$ cat src/rtl/even_odd_pair_reader.sv
// Streams word pairs from the even/odd sample banks to the min/max finder and frames the run with Start.
// Latency: Go to first pair on ReadData is 3 cycles; one pair per cycle after that; Done arrives 1 cycle after ConsumerVaild.
// Backpressure: none; the finder must take a pair every cycle, and the run aborts with Error if ConsumerVaild never arrives.
module even_odd_pair_reader #(
    parameter int DATA_W  = 16,
    parameter int ADDR_W  = 5,
    parameter int CNT_W   = 6,
    parameter int TIMEOUT = 64
) (
    input  logic              clk,
    input  logic              reset,
    input  logic              Go,
    input  logic [ADDR_W-1:0] BaseAddr,
    input  logic [CNT_W-1:0]  NumPairs,
    output logic [ADDR_W-1:0] AddrEven,
    output logic [ADDR_W-1:0] AddrOdd,
    output logic              RdEn,
    input  logic [DATA_W-1:0] RamDataEven,
    input  logic [DATA_W-1:0] RamDataOdd,
    output logic [DATA_W-1:0] ReadDataEven,
    output logic [DATA_W-1:0] ReadDataOdd,
    output logic              PairValid,
    output logic              Start,
    input  logic              ConsumerVaild,
    output logic              Busy,
    output logic              Done,
    output logic              Error
);

    localparam int TMO_W = $clog2(TIMEOUT + 1);

    typedef enum logic [2:0] {
        IDLE,
        READ,
        DRAIN,
        WAIT,
        FINISH
    } state_t;

    state_t state, state_nxt;

    logic              go_accept;
    logic              tmo_expire;

    logic [ADDR_W-1:0] addr_q;
    logic              rd_en_q;
    logic [CNT_W-1:0]  remaining;
    logic              rd_en_d;
    logic [DATA_W-1:0] data_even_q;
    logic [DATA_W-1:0] data_odd_q;
    logic              pair_vld_q;
    logic              start_q;
    logic              error_q;
    logic [TMO_W-1:0]  tmo_cnt;

    // State register; reset returns to IDLE even in the middle of a run.
    always_ff @(posedge clk) begin
        if (reset) begin
            state <= IDLE;
        end else begin
            state <= state_nxt;
        end
    end

    // Next state plus the state-decoded strobes. READ is held until the
    // registered RdEn has dropped, so DRAIN lines up with the last pair being
    // presented and WAIT starts on the first repeated (held) pair.
    always_comb begin
        state_nxt  = state;
        go_accept  = 1'b0;
        tmo_expire = 1'b0;
        Busy       = (state != IDLE);
        Done       = (state == FINISH);
        case (state)
            IDLE: begin
                if (Go) begin
                    go_accept = 1'b1;
                    state_nxt = (NumPairs == '0) ? FINISH : READ;
                end
            end
            READ: begin
                if (!rd_en_q) begin
                    state_nxt = DRAIN;
                end
            end
            DRAIN: begin
                state_nxt = WAIT;
            end
            WAIT: begin
                if (ConsumerVaild) begin
                    state_nxt = FINISH;
                end else if (tmo_cnt == TMO_W'(TIMEOUT - 1)) begin
                    tmo_expire = 1'b1;
                    state_nxt  = FINISH;
                end
            end
            FINISH: begin
                state_nxt = IDLE;
            end
            default: begin
                state_nxt = IDLE;
            end
        endcase
    end

    // Address generator: one address per cycle from BaseAddr, wrapping
    // naturally at the bank size; RdEn drops after the last address.
    always_ff @(posedge clk) begin
        if (reset) begin
            addr_q    <= '0;
            rd_en_q   <= 1'b0;
            remaining <= '0;
        end else if (go_accept && (NumPairs != '0)) begin
            addr_q    <= BaseAddr;
            rd_en_q   <= 1'b1;
            remaining <= NumPairs - CNT_W'(1);
        end else if (rd_en_q) begin
            if (remaining != '0) begin
                addr_q    <= addr_q + ADDR_W'(1);
                remaining <= remaining - CNT_W'(1);
            end else begin
                rd_en_q <= 1'b0;
            end
        end
    end

    // Capture stage: bank data is valid the cycle after RdEn, so register it
    // one cycle later and hold the last pair when no read is in flight.
    always_ff @(posedge clk) begin
        if (reset) begin
            rd_en_d     <= 1'b0;
            pair_vld_q  <= 1'b0;
            data_even_q <= '0;
            data_odd_q  <= '0;
        end else begin
            rd_en_d    <= rd_en_q;
            pair_vld_q <= rd_en_d;
            if (rd_en_d) begin
                data_even_q <= RamDataEven;
                data_odd_q  <= RamDataOdd;
            end
        end
    end

    // Start rises with the first fresh pair and stays up until the run ends;
    // the WAIT timer and the sticky Error flag live here as well.
    always_ff @(posedge clk) begin
        if (reset) begin
            start_q <= 1'b0;
            error_q <= 1'b0;
            tmo_cnt <= '0;
        end else begin
            if ((state_nxt == FINISH) || (state_nxt == IDLE)) begin
                start_q <= 1'b0;
            end else if (rd_en_d) begin
                start_q <= 1'b1;
            end

            if (state == WAIT) begin
                tmo_cnt <= tmo_cnt + TMO_W'(1);
            end else begin
                tmo_cnt <= '0;
            end

            if (go_accept) begin
                error_q <= 1'b0;
            end else if (tmo_expire) begin
                error_q <= 1'b1;
            end
        end
    end

    assign AddrEven     = addr_q;
    assign AddrOdd      = addr_q;
    assign RdEn         = rd_en_q;
    assign ReadDataEven = data_even_q;
    assign ReadDataOdd  = data_odd_q;
    assign PairValid    = pair_vld_q;
    assign Start        = start_q;
    assign Error        = error_q;

endmodule

$ cat config.mk
export PLATFORM = sky130hd
export DESIGN_NAME = even_odd_pair_reader
export DESIGN_NICKNAME = d
export VERILOG_FILES = /design/src/rtl/even_odd_pair_reader.sv
export SDC_FILE = /design/constraint.sdc
export NUM_CORES = 1
export LEC_CHECK = 0
export ABC_AREA = 1
export CAP_MARGIN = 20
export CORE_ASPECT_RATIO = 1.5
export CORE_UTILIZATION = 35
export DETAILED_ROUTE_END_ITERATION = 8
export PLACE_DENSITY_LB_ADDON = 0.05
export SETUP_SLACK_MARGIN = 0.15
export SKIP_CTS_REPAIR_TIMING = 1
export SLEW_MARGIN = 20
export SYNTH_ARGS = -nofsm -noshare
export SYNTH_HDL_FRONTEND = slang
export SYNTH_SLANG_ARGS = --single-unit
$ cat constraint.sdc
create_clock -name clk -period 1.7 [get_ports clk]
set_clock_uncertainty 0.1 [all_clocks]
set_input_delay 0.255 -clock clk [delete_from_list [all_inputs] [get_ports clk]]
set_output_delay 0.255 -clock clk [all_outputs]
set_load 0.01 [all_outputs]
; Word level (Yosys, flattened, before mapping)
; Cells that the tools add are included.
; Widths: inputs -> output; s select.
[word_totals]
register_bits = 58
out_inout_bits = 48
wordCells = 56
[op_classes]
n_addsub = 4
n_eq_ne = 6
muxes = 20
bitwise = 1
n_reduce_logical = 14
[op_table]
columns = cell, n
row1 = $mux 6, 3
row2 = $mux 3, 5
row3 = $mux 5, 3
row4 = $pmux 3 s4, 1
row5 = $reduce_bool 6->1, 2
row6 = $sub 6x1->6 const B, 2
row7 = $mux 1, 8
row8 = $add 7x1->7 const B, 1
row9 = $eq 7x6->1 const B, 1
row10 = $eq 3x2->1 const B, 2
row11 = $eq 3x3->1 const B, 2
row12 = $logic_not 3->1, 2
row13 = $logic_not 6->1, 1
row14 = $reduce_or 2->1, 3
row15 = $add 5x1->5 const B, 1
row16 = $reduce_bool 2->1, 2
row17 = $eq 3x1->1 const B, 1
row18 = $reduce_bool 3->1, 1
row19 = $reduce_and 2->1, 1
row20 = $logic_and 1x1->1, 1
row21 = $logic_or 1x1->1, 1
row22 = $not 1->1, 1

; Depth between registers and ports, before layout
; Gate-level depths: netlist (run 1).
[logic_depth]
word_depth = 7
depth_mapped = 12

; Least setup slack after synthesis (run 1)
; No wires, ideal clock.
[synth_path]
path_type = flip-flop to flip-flop
startpoint = reg state[0]
endpoint = reg remaining[2]
setup_time_ps = 113
arrival_time_ps = 1433
slack_ps = 54
stages_incl_launch_ff = 12
n_path_buf = 0
period_less_slack_ps = 1646
cell_sequence = dfxtp_1 nor2_2 nand2_2 nor2_8 nand2_4 nand2_1 nand2_1 ha_1 nand2_2 nand2_1 o21ai_1 inv_1
[synth_via]
elab_chain_cells = 5
word_cells_on_any_way = 7
classes_between = mux: 2 / reduce/logical: 5
[synth_lines]
columns = element, line
row1 = from (decl), 40  ; state_t state, state_nxt;
row2 = from (signal assigned), 61  ; state <= state_nxt;
row3 = $logic_not 3->1 (*), 74  ; case (state)
row4 = $mux 1 (*), 74
row5 = $logic_and 1x1->1 (*), 113  ; end else if (go_accept && (NumPairs != '0)) begin
row6 = $reduce_bool 2->1 (no source line), --
row7 = $reduce_and 2->1 (no source line), --
row8 = to (signal assigned), 116  ; remaining <= NumPairs - CNT_W'(1);
row9 = to (signal assigned), 120  ; remaining <= remaining - CNT_W'(1);
row10 = to (decl), 47  ; logic [CNT_W-1:0] remaining;
; Every way passes the cells marked *; elsewhere a longest branch is shown, timed or not.
; A chain may end at the register's enable or synchronous reset.

; Worst setup path in the final report (run 1)
[layout_path]
startpoint = reg state[0]
endpoint = reg remaining[4]
; The elaborated chain is that of the path after synthesis.

==> flow_results.org, run 1 <==
** Outcome
- Run status :: finished, final reports clean

** Critical path
- In this run the critical register-to-register path is captured at remaining[4].
- Setup CP Type :: flip-flop to flip-flop
- Slowest stage cell on the critical path :: sky130_fd_sc_hd__dfxtp_4
- Data on the critical path is required at its endpoint by 1.83 ns.
- Startpoint class of the critical path :: flip-flop
- The worst setup path is captured at a flip-flop.
- Stage delay of the slowest cell on the critical path :: 0.36 ns
- Max Fanout on Critical Path :: 7
- Reg2reg setup slack :: 0.1 ns
- In this run the critical register-to-register path is launched from state[0].
- STA puts the critical path data arrival time at 1.73 ns.
- Sequence of cells on the critical path :: nor2_4 > nand2_4 > nor2_8 > nand2_4 > buf_12 > nand2_1 > o21ai_4 > nand2_2 > o21ai_1 > nor2_1 > nor2_1
- Path depth of the worst reg2reg path :: 11

** Power
- Final total power :: 4.21 mW
- Total power per unit cell area :: 1000 mW/mm^2
- Peak VDD IR :: about 0.74 mV
- Summed over all cells, the static leakage comes to 2.55 nW.

** STA
- Max-slew violations :: 0
- Final period demand of the worst path :: 1.60 ns
- Based on the critical path, the design can be clocked at up to 0.623 GHz.
- After layout, the worst setup slack is 0.0959 ns.
- Setup violations remaining at the end of the flow were counted as 0.
- Unrepaired setup endpoints after global routing :: yes
- Pin slew with the least headroom to its limit :: 0.309 ns
- Share of the clock period used by the worst path after layout :: 94.4%
- Final Hold Violating Endpoints :: 0
- Max-slew headroom at the worst pin :: 79.4%
- In the final timing run, aggregate negative setup slack is 0 ns.

** CTS
- The H-tree generated during clock tree synthesis spans 3 levels.
- Clock-pin slew was measured on the worst setup and hold paths at 0.07 ns.
- Buffers inserted during clock tree synthesis total 9.
- TritonCTS built the clock tree.
- Longest Clk Path Bufs :: 2
- CTS Root Buffer Type :: sky130_fd_sc_hd__clkbuf_8
- CTS saw a little under 60 sinks.
- Clock network latency to the later pin of the worst-skew pair :: 0.33 ns

** Synthesis
- Parity-gate share of the synthesized area counting xor and xnor cells :: 1.43%
- Most common flop cell mapped by yosys :: sky130_fd_sc_hd__dfxtp_1
- The synthesized netlist devotes 14.0% of its cell area to compound gates.
- Summed over its instances, the top area cell type makes up 47.3% of the synthesized netlist area.
- Leading post-synthesis cells by cell area :: sky130_fd_sc_hd__dfxtp_1 47%, sky130_fd_sc_hd__nor2_1 13%, sky130_fd_sc_hd__o21ai_0 8.1%, sky130_fd_sc_hd__nand2_1 5.3%, sky130_fd_sc_hd__inv_1 3.5%
- Async set-reset flop share out of synthesis :: 0%
- Commonest cells in the netlist :: 88 x sky130_fd_sc_hd__nor2_1, 58 x sky130_fd_sc_hd__dfxtp_1, 40 x sky130_fd_sc_hd__o21ai_0, 35 x sky130_fd_sc_hd__nand2_1, 23 x sky130_fd_sc_hd__inv_1
- The number of nets in the synthesized netlist is 376.
- For this run, the register share of the synthesized area comes to 47.3%.
- Fraction of the mapped netlist area in simple logic gates :: 27.6%
- Instance count of the mapped netlist :: 326
- Synthesis inferred 58 register bits.
- By area, the combinational part of the netlist is dominated by simple AND/OR/NAND/NOR gates.
- After Yosys synthesis, full adders, half adders and majority gates account for 1.53% of the synthesized area.
- Cell type contributing the most total cell area after synthesis :: sky130_fd_sc_hd__dfxtp_1
- Number of enable flip-flop cells after synthesis :: 0
- The most common cell in the synthesized netlist is sky130_fd_sc_hd__nor2_1.
- Mean cell area of the mapped netlist :: 7.54 um^2
- Netlist area before placement :: 0.00246 mm^2
- Synth unique cells :: 33
- Portion of netlist area occupied by mux cells :: 0%
- For this run, the number of Yosys warnings is 0.

** Floorplanning
- Once the floorplan was initialized, standard cells occupied 36.1% of the core.
- Number of I/O pins :: between 90 and 100
- The die covers ~0.0074 mm^2.
- After floorplanning, the core was divided into 37 placement rows.
- The die is 70.4 um wide.
- Core Box Area :: 0.00681 mm^2
- Measured along the y axis, the die boundary spans 105 um.

** Drt
- Antenna-violating nets left :: 0
- For this run, design rule violations remaining after detail routing come to 0.
- The final route contains roughly 2500 vias.
- The first TritonRoute pass finished after 4 iterations.
- For this block, the initial DRC count from the detailed router was 87.
- Routed len/inst :: 12.6 um
- Summed over all layers, the routed wires come to 6700 um.
- Routed via count divided by cell count :: approximately 4.7

** Run
- Across the run, the number of max-cap violations was 0.

** Finish
- Once layout is done, the placed cells without fillers occupy 0.00420 mm^2.
- For this run, the post-layout net count is 497.
- The area growth from synthesis to layout is 71.0%.
- Count of inserted antenna diode cells :: 0
- Of the cells placed in the final design, the portion with a size suffix greater than 1 is 21.2%.

** GRT
- The number of global-route vias before repair is 2486.
- Number of antenna violations at the first check in global routing :: 0
- First-pass GRT wire length :: 10800 um
- Pin count of the biggest net entering global routing :: 43
- For this run, the total global-route usage over all layers was measured as a little under a fifth.
- Summed over all layers, the global routing overflow is 0.

** Placement
- Placed cell areas :: ~0.0037 mm^2
- Detailed placer's ending HPWL :: 4520 um
- Global placement routability congestion :: 0.846
- Worst setup timing slack at the placement stage :: -0.311 ns
- The count of buffers added on input and output ports is 94.

** Worst hold path
- Hold endpoint :: tmo_cnt[6]
- The startpoint identified for the worst hold timing path is tmo_cnt[6].
- In this run the worst hold path is classified as flip-flop to flip-flop.
- The worst hold path passes through 2 cells.
power by group:
part | internal (mW) | total [mW] | switching, mW
registers | 1.53 | 1.64 | 0.110
logic | 0.763 | 1.46 | 0.701
clock network | 0.560 | 1.11 | 0.550
total | 2.85 | 4.21 | 1.36
critical path, delay by kind of cell (launching register included):
kind | cells | cell delay [ns]
AO/OA/AOI/OAI | 2 | 0.13
buffers and inverters | 1 | 0.15
flip-flops | 1 | 0.36
AND/OR/NAND/NOR | 8 | 0.73
cells by family (layout without fill, tap and decap cells):
logic type,after synthesis,count (layout)
compound gates,63,63
xor+xnor,4,4
fa+ha+maj,3,3
buf+inv,43,168
flops,58,58
simple gates,155,156
layer usage:
layer	part of all wire (%)	track usage [%]	routed length [um]	up-vias
met5	0	0	0	-
met4	1.7	9.00	112	0
met3	5.8	6.17	390	5
met2	52	33.7	3490	63
met1	40	18.8	2700	1127
li1	-	-	-	1285
layout by cell type, fill, tap and decap left out, drive strengths merged, types with 2 or more instances in the layout:
master,Yosys,layout
nand3b,2,2
buf,7,32
clkinv,1,4
dfxtp,58,58
o21ai,44,44
clkbuf,11,12
nor3,3,3
xor2,3,3
nand4,2,2
dlymetal6s2s,0,52
nand3,13,13
inv,24,24
nand2,42,43
a31oi,5,5
ha,3,3
clkinvlp,0,2
nor2,91,91
clkdlybuf4s50,0,42
a21oi,10,10
registers in the layout (all words and copies together), names as in the netlist, 3 cells and up:
signal        flops
remaining         6
ReadDataEven     16
tmo_cnt           7
AddrEven          5
state             3
ReadDataOdd      16
metrics by stage:
step / utilization (%) / hold slack, ns / std cells
2_1_floorplan: - / 0.290 / 326
3_3_place_gp: 53.6 / 0.328 / 506
3_5_place_dp: 53.6 / 0.344 / 506
4_1_cts: 56.2 / 0.362 / 522
5_1_grt: 61.7 / 0.391 / 530
6_report: 61.7 / 0.364 / 530
how the worst max path moves through the flow:
stage / from / end / cells past startpoint
CTS: state[1] / Done / 3
global route: state[0] / remaining[4] / 11
global placement: NumPairs[4] / remaining[4] / 12
finish: state[0] / remaining[4] / 11
detailed placement: NumPairs[4] / remaining[4] / 12
floorplan: state[0] / remaining[2] / 11
layout make-up:
type | count | area [um^2]
Fill cell | 610 | 2600
Tap cell | 78 | 97.6
Inverter | 25 | 98.8
Clock buffer | 11 | 141
Sequential cell | 58 | 1180
Multi-Input combinational cell | 226 | 1250
Timing Repair Buffer | 127 | 1400
Clock inverter | 5 | 30.0
No activity file was read; power rests on OpenSTA's default activity.
==> run 2: changes to the inputs <==
--- a/config.mk
+++ b/config.mk
@@ -10,6 +10,7 @@
 export CORE_ASPECT_RATIO = 1.5
 export CORE_UTILIZATION = 35
 export DETAILED_ROUTE_END_ITERATION = 8
+export DONT_BUFFER_PORTS = 1
 export PLACE_DENSITY_LB_ADDON = 0.05
 export SETUP_SLACK_MARGIN = 0.15
 export SKIP_CTS_REPAIR_TIMING = 1
==> flow_results.org, run 2 (synthesized netlist as in run 1, its figures left out) <==
** Outcome
- Run status: complete, but fails checks (was finished, final reports clean).
- Failing checks :: hold timing

** Floorplanning
- Initial Utilization :: 36.1% (unchanged)
- Number of placement rows :: 37 (unchanged)
- DIE HEIGHT :: 105 um (unchanged)
- The area of the core was 0.00681 mm^2 (unchanged).
- The number of top-level pins was 95 (unchanged).
- Area of the die :: 0.00737 mm^2 (unchanged)
- The x dimension of the die was 70.4 um (unchanged).

** Critical path
- Category of the worst setup path capture point :: flip-flop (unchanged)
- The end of the worst register-to-register path is remaining[4] (unchanged).
- Reg2reg setup slack :: 0.09 ns (was 0.1 ns)
- Required time worst endpoint :: 1.83 ns (about the same)
- Path depth of the worst reg2reg path :: 11 (unchanged)
- Data arrival time at the worst-slack endpoint :: 1.74 ns (was 1.73 ns)
- The launch point of the critical path is state[1] (was state[0]).
- The capture point of the worst path is remaining[4] (unchanged).
- Max Fanout on Critical Path :: 4 (was 7)
- The startpoint of the worst-slack reg-to-reg timing path is state[1] (was state[0]).
- Startpoint class of the critical path :: flip-flop (unchanged)
- The startpoint-to-endpoint class of the critical path was flip-flop to flip-flop (unchanged).

** STA
- Final period demand of the worst path :: 1.61 ns (was 1.60 ns)
- The normalized max-slew margin is 73.5% (was 79.4%).
- Max-slew violations :: 0 (unchanged)
- The number of failing setup endpoints in the final timing report was 0 (unchanged).
- The worst-case setup margin in the final layout was 0.0938 ns (was 0.0959 ns).
- The worst-case hold slack was -0.0391 ns (was 0.364 ns).
- The total negative setup slack was 0 ns (unchanged).
- The hold violation count in the final report came to 2 (was 0).
- Unrepaired setup endpoints after global routing: yes (unchanged).
- The share of the clock period used by the worst path after layout is 94.5% (was 94.4%).
- Pin slew with the least headroom to its limit :: 0.395 ns (was 0.309 ns)
- The maximum frequency from static timing analysis was 0.623 GHz (about the same).

** Finish
- The most common cell after layout, fill and taps aside was sky130_fd_sc_hd__nor2_1 (unchanged).
- The layout overhead on the synthesized area was 32.1% (was 71.0%).
- The antenna diode count was 0 (unchanged).
- Filler Cells Inserted :: 698 (was 610)
- Number of nets in the finished design :: 423 (was 497)
- Layout Cell Area excl Fill :: 0.00325 mm^2 (was 0.00420 mm^2)
- Most frequent cells in the layout: 87 x sky130_fd_sc_hd__nor2_1, 54 x sky130_fd_sc_hd__dfxtp_1, 39 x sky130_fd_sc_hd__o21ai_0 (was 85 x sky130_fd_sc_hd__nor2_1, 52 x sky130_fd_sc_hd__dlymetal6s2s_1, 50 x sky130_fd_sc_hd__dfxtp_1).
- The proportion of layout cells with a drive suffix above 1 was 18.3% (was 21.2%).

** Power
- Final total power :: 3.79 mW (was 4.21 mW)
- Peak VDD IR :: 0.625 mV (was 0.744 mV)
- Sw frac :: 32.2% (was 32.3%)
- Total power per unit cell area :: 1170 mW/mm^2 (was 1000 mW/mm^2)
- Flop pwr share :: 44.5% (was 38.9%)
- The leakage power summed over all cells was 1.42 nW (was 2.55 nW).
- Clock group share of total power :: 31.1% (was 26.4%)
- The combinational group share of total power is 24.4% (was 34.8%).
- The internal power consumption was 2.57 mW (was 2.85 mW).
- Power dissipated by switching net loads :: 1.22 mW (was 1.36 mW)

** CTS
- The CTS tree was built (unchanged).
- Count of clock tree sinks :: 58 (unchanged)
- Clock transition at path regs :: 0.07 ns (about the same)
- H-tree lvl count :: 3 (unchanged)
- Longest Clk Path Bufs :: 2 (unchanged)
- The cell chosen for the clock root was sky130_fd_sc_hd__clkbuf_8 (unchanged).
- Num CTS Buffers :: 9 (unchanged)
- Clock network latency to the later pin of the worst-skew pair :: 0.33 ns (about the same)

** GRT
- Total grt overflow :: 0 (unchanged)
- First-pass GRT wire length :: 9140 um (was 10800 um)
- Vias in the first global route :: 1975 (was 2486)
- Pin count of the biggest net entering global routing :: 33 (was 43)
- Number of antenna violations at the first check in global routing :: 0 (unchanged)
- The total global routing track utilization came to 16.1% (was 18.7%).

** Run
- The number of maximum-capacitance constraint violations was 0 (unchanged).

** Worst hold path
- The hold path startpoint was RamDataEven[15] (was tmo_cnt[6]).
- The class of the most critical hold timing path was primary input to flip-flop (was flip-flop to flip-flop).
- Depth of the worst hold-timing path :: 2 (unchanged)

** Drt
- Drt first-iter violations :: 76 (was 87)
- The detailed-router iteration count before antenna repair came to 4 (unchanged).
- The total DRC errors in the routed layout came to 0 (unchanged).
- The total wirelength of the detailed-routed design is 5950 um (was 6700 um).
- DR vias :: 2192 (was 2480)
- The remaining antenna violation count was 0 (unchanged).
- Routed via count divided by cell count :: 4.81 (was 4.68)
- The routed length per instance is 13.0 um (was 12.6 um).

** Placement
- The placed standard-cell area came to 0.00262 mm^2 (was 0.00365 mm^2).
- Detailed placer's ending HPWL :: 4000 um (was 4520 um)
- Global placement routability congestion :: 0.782 (was 0.846)
- The number of port buffers is 0 (was 94).
- The pre-CTS setup slack is 0.0599 ns (was -0.311 ns).
==> run 2: worst min-delay path by stage <==
stage                     slack, ns                to
final                         -0.04  ReadDataEven[15]
after detailed placement       0.22          state[0]
after CTS                     -0.15          state[0]
after floorplan                0.29   ReadDataEven[0]
after global placement         0.23       AddrEven[1]
after global routing          0.005  ReadDataEven[15]
==> run 2: critical path, cell delays in order, from the launching register on <==
cell and delay, ns:
sky130_fd_sc_hd__dfxtp_2 0.33, sky130_fd_sc_hd__nor2_4 0.11, sky130_fd_sc_hd__nand2_4 0.07, sky130_fd_sc_hd__nor2_8 0.13, sky130_fd_sc_hd__nand3b_1 0.14, sky130_fd_sc_hd__nand2_2 0.14
sky130_fd_sc_hd__ha_4 0.16, sky130_fd_sc_hd__nand2_4 0.05, sky130_fd_sc_hd__nor2_1 0.10, sky130_fd_sc_hd__nor2_1 0.05, sky130_fd_sc_hd__nor2_1 0.08, sky130_fd_sc_hd__nor2_1 0.04
==> run 2: power by group through the flow <==
stage | Clock [mW] | Sequential (mW) | Combinational [mW]
after floorplan | 0 | 1.69 | 0.639
after global placement | 0 | 1.71 | 0.806
after detailed placement | 0 | 1.71 | 0.807
after CTS | 1.23 | 1.68 | 0.809
after global routing | 1.28 | 1.71 | 1.04
final | 1.18 | 1.68 | 0.925
==> run 2: metrics by stage <==
step | utilization, % | instances | hold WS, ns
after floorplan | - | 326 | 0.290
after global routing | 47.7 | 456 | 0.00454
after detailed placement | 38.5 | 403 | 0.222
after CTS | 41.2 | 419 | -0.151
after global placement | 38.5 | 403 | 0.227
final | 47.7 | 456 | -0.0391
==> run 2: final cells by class <==
cell class | instances | area, um^2 | area share [%]
multi-input cells | 225 | 1190 | 36.8
flip-flops and latches | 58 | 1170 | 36.0
repair buffers | 54 | 504 | 15.5
clock buffers | 15 | 176 | 5.43
inverters | 25 | 98.8 | 3.04
well taps | 78 | 97.6 | 3.01
clock inverters | 1 | 7.51 | 0.231
==> run 2: per-layer routing <==
| layer | wire, um | global-route usage, % |
|---|---|---|
| met2 | 2910 | 26.2 |
| met1 | 2510 | 17.6 |
| met3 | 373 | 6.08 |
| met5 | 0 | 0 |
| met4 | 158 | 9.57 |
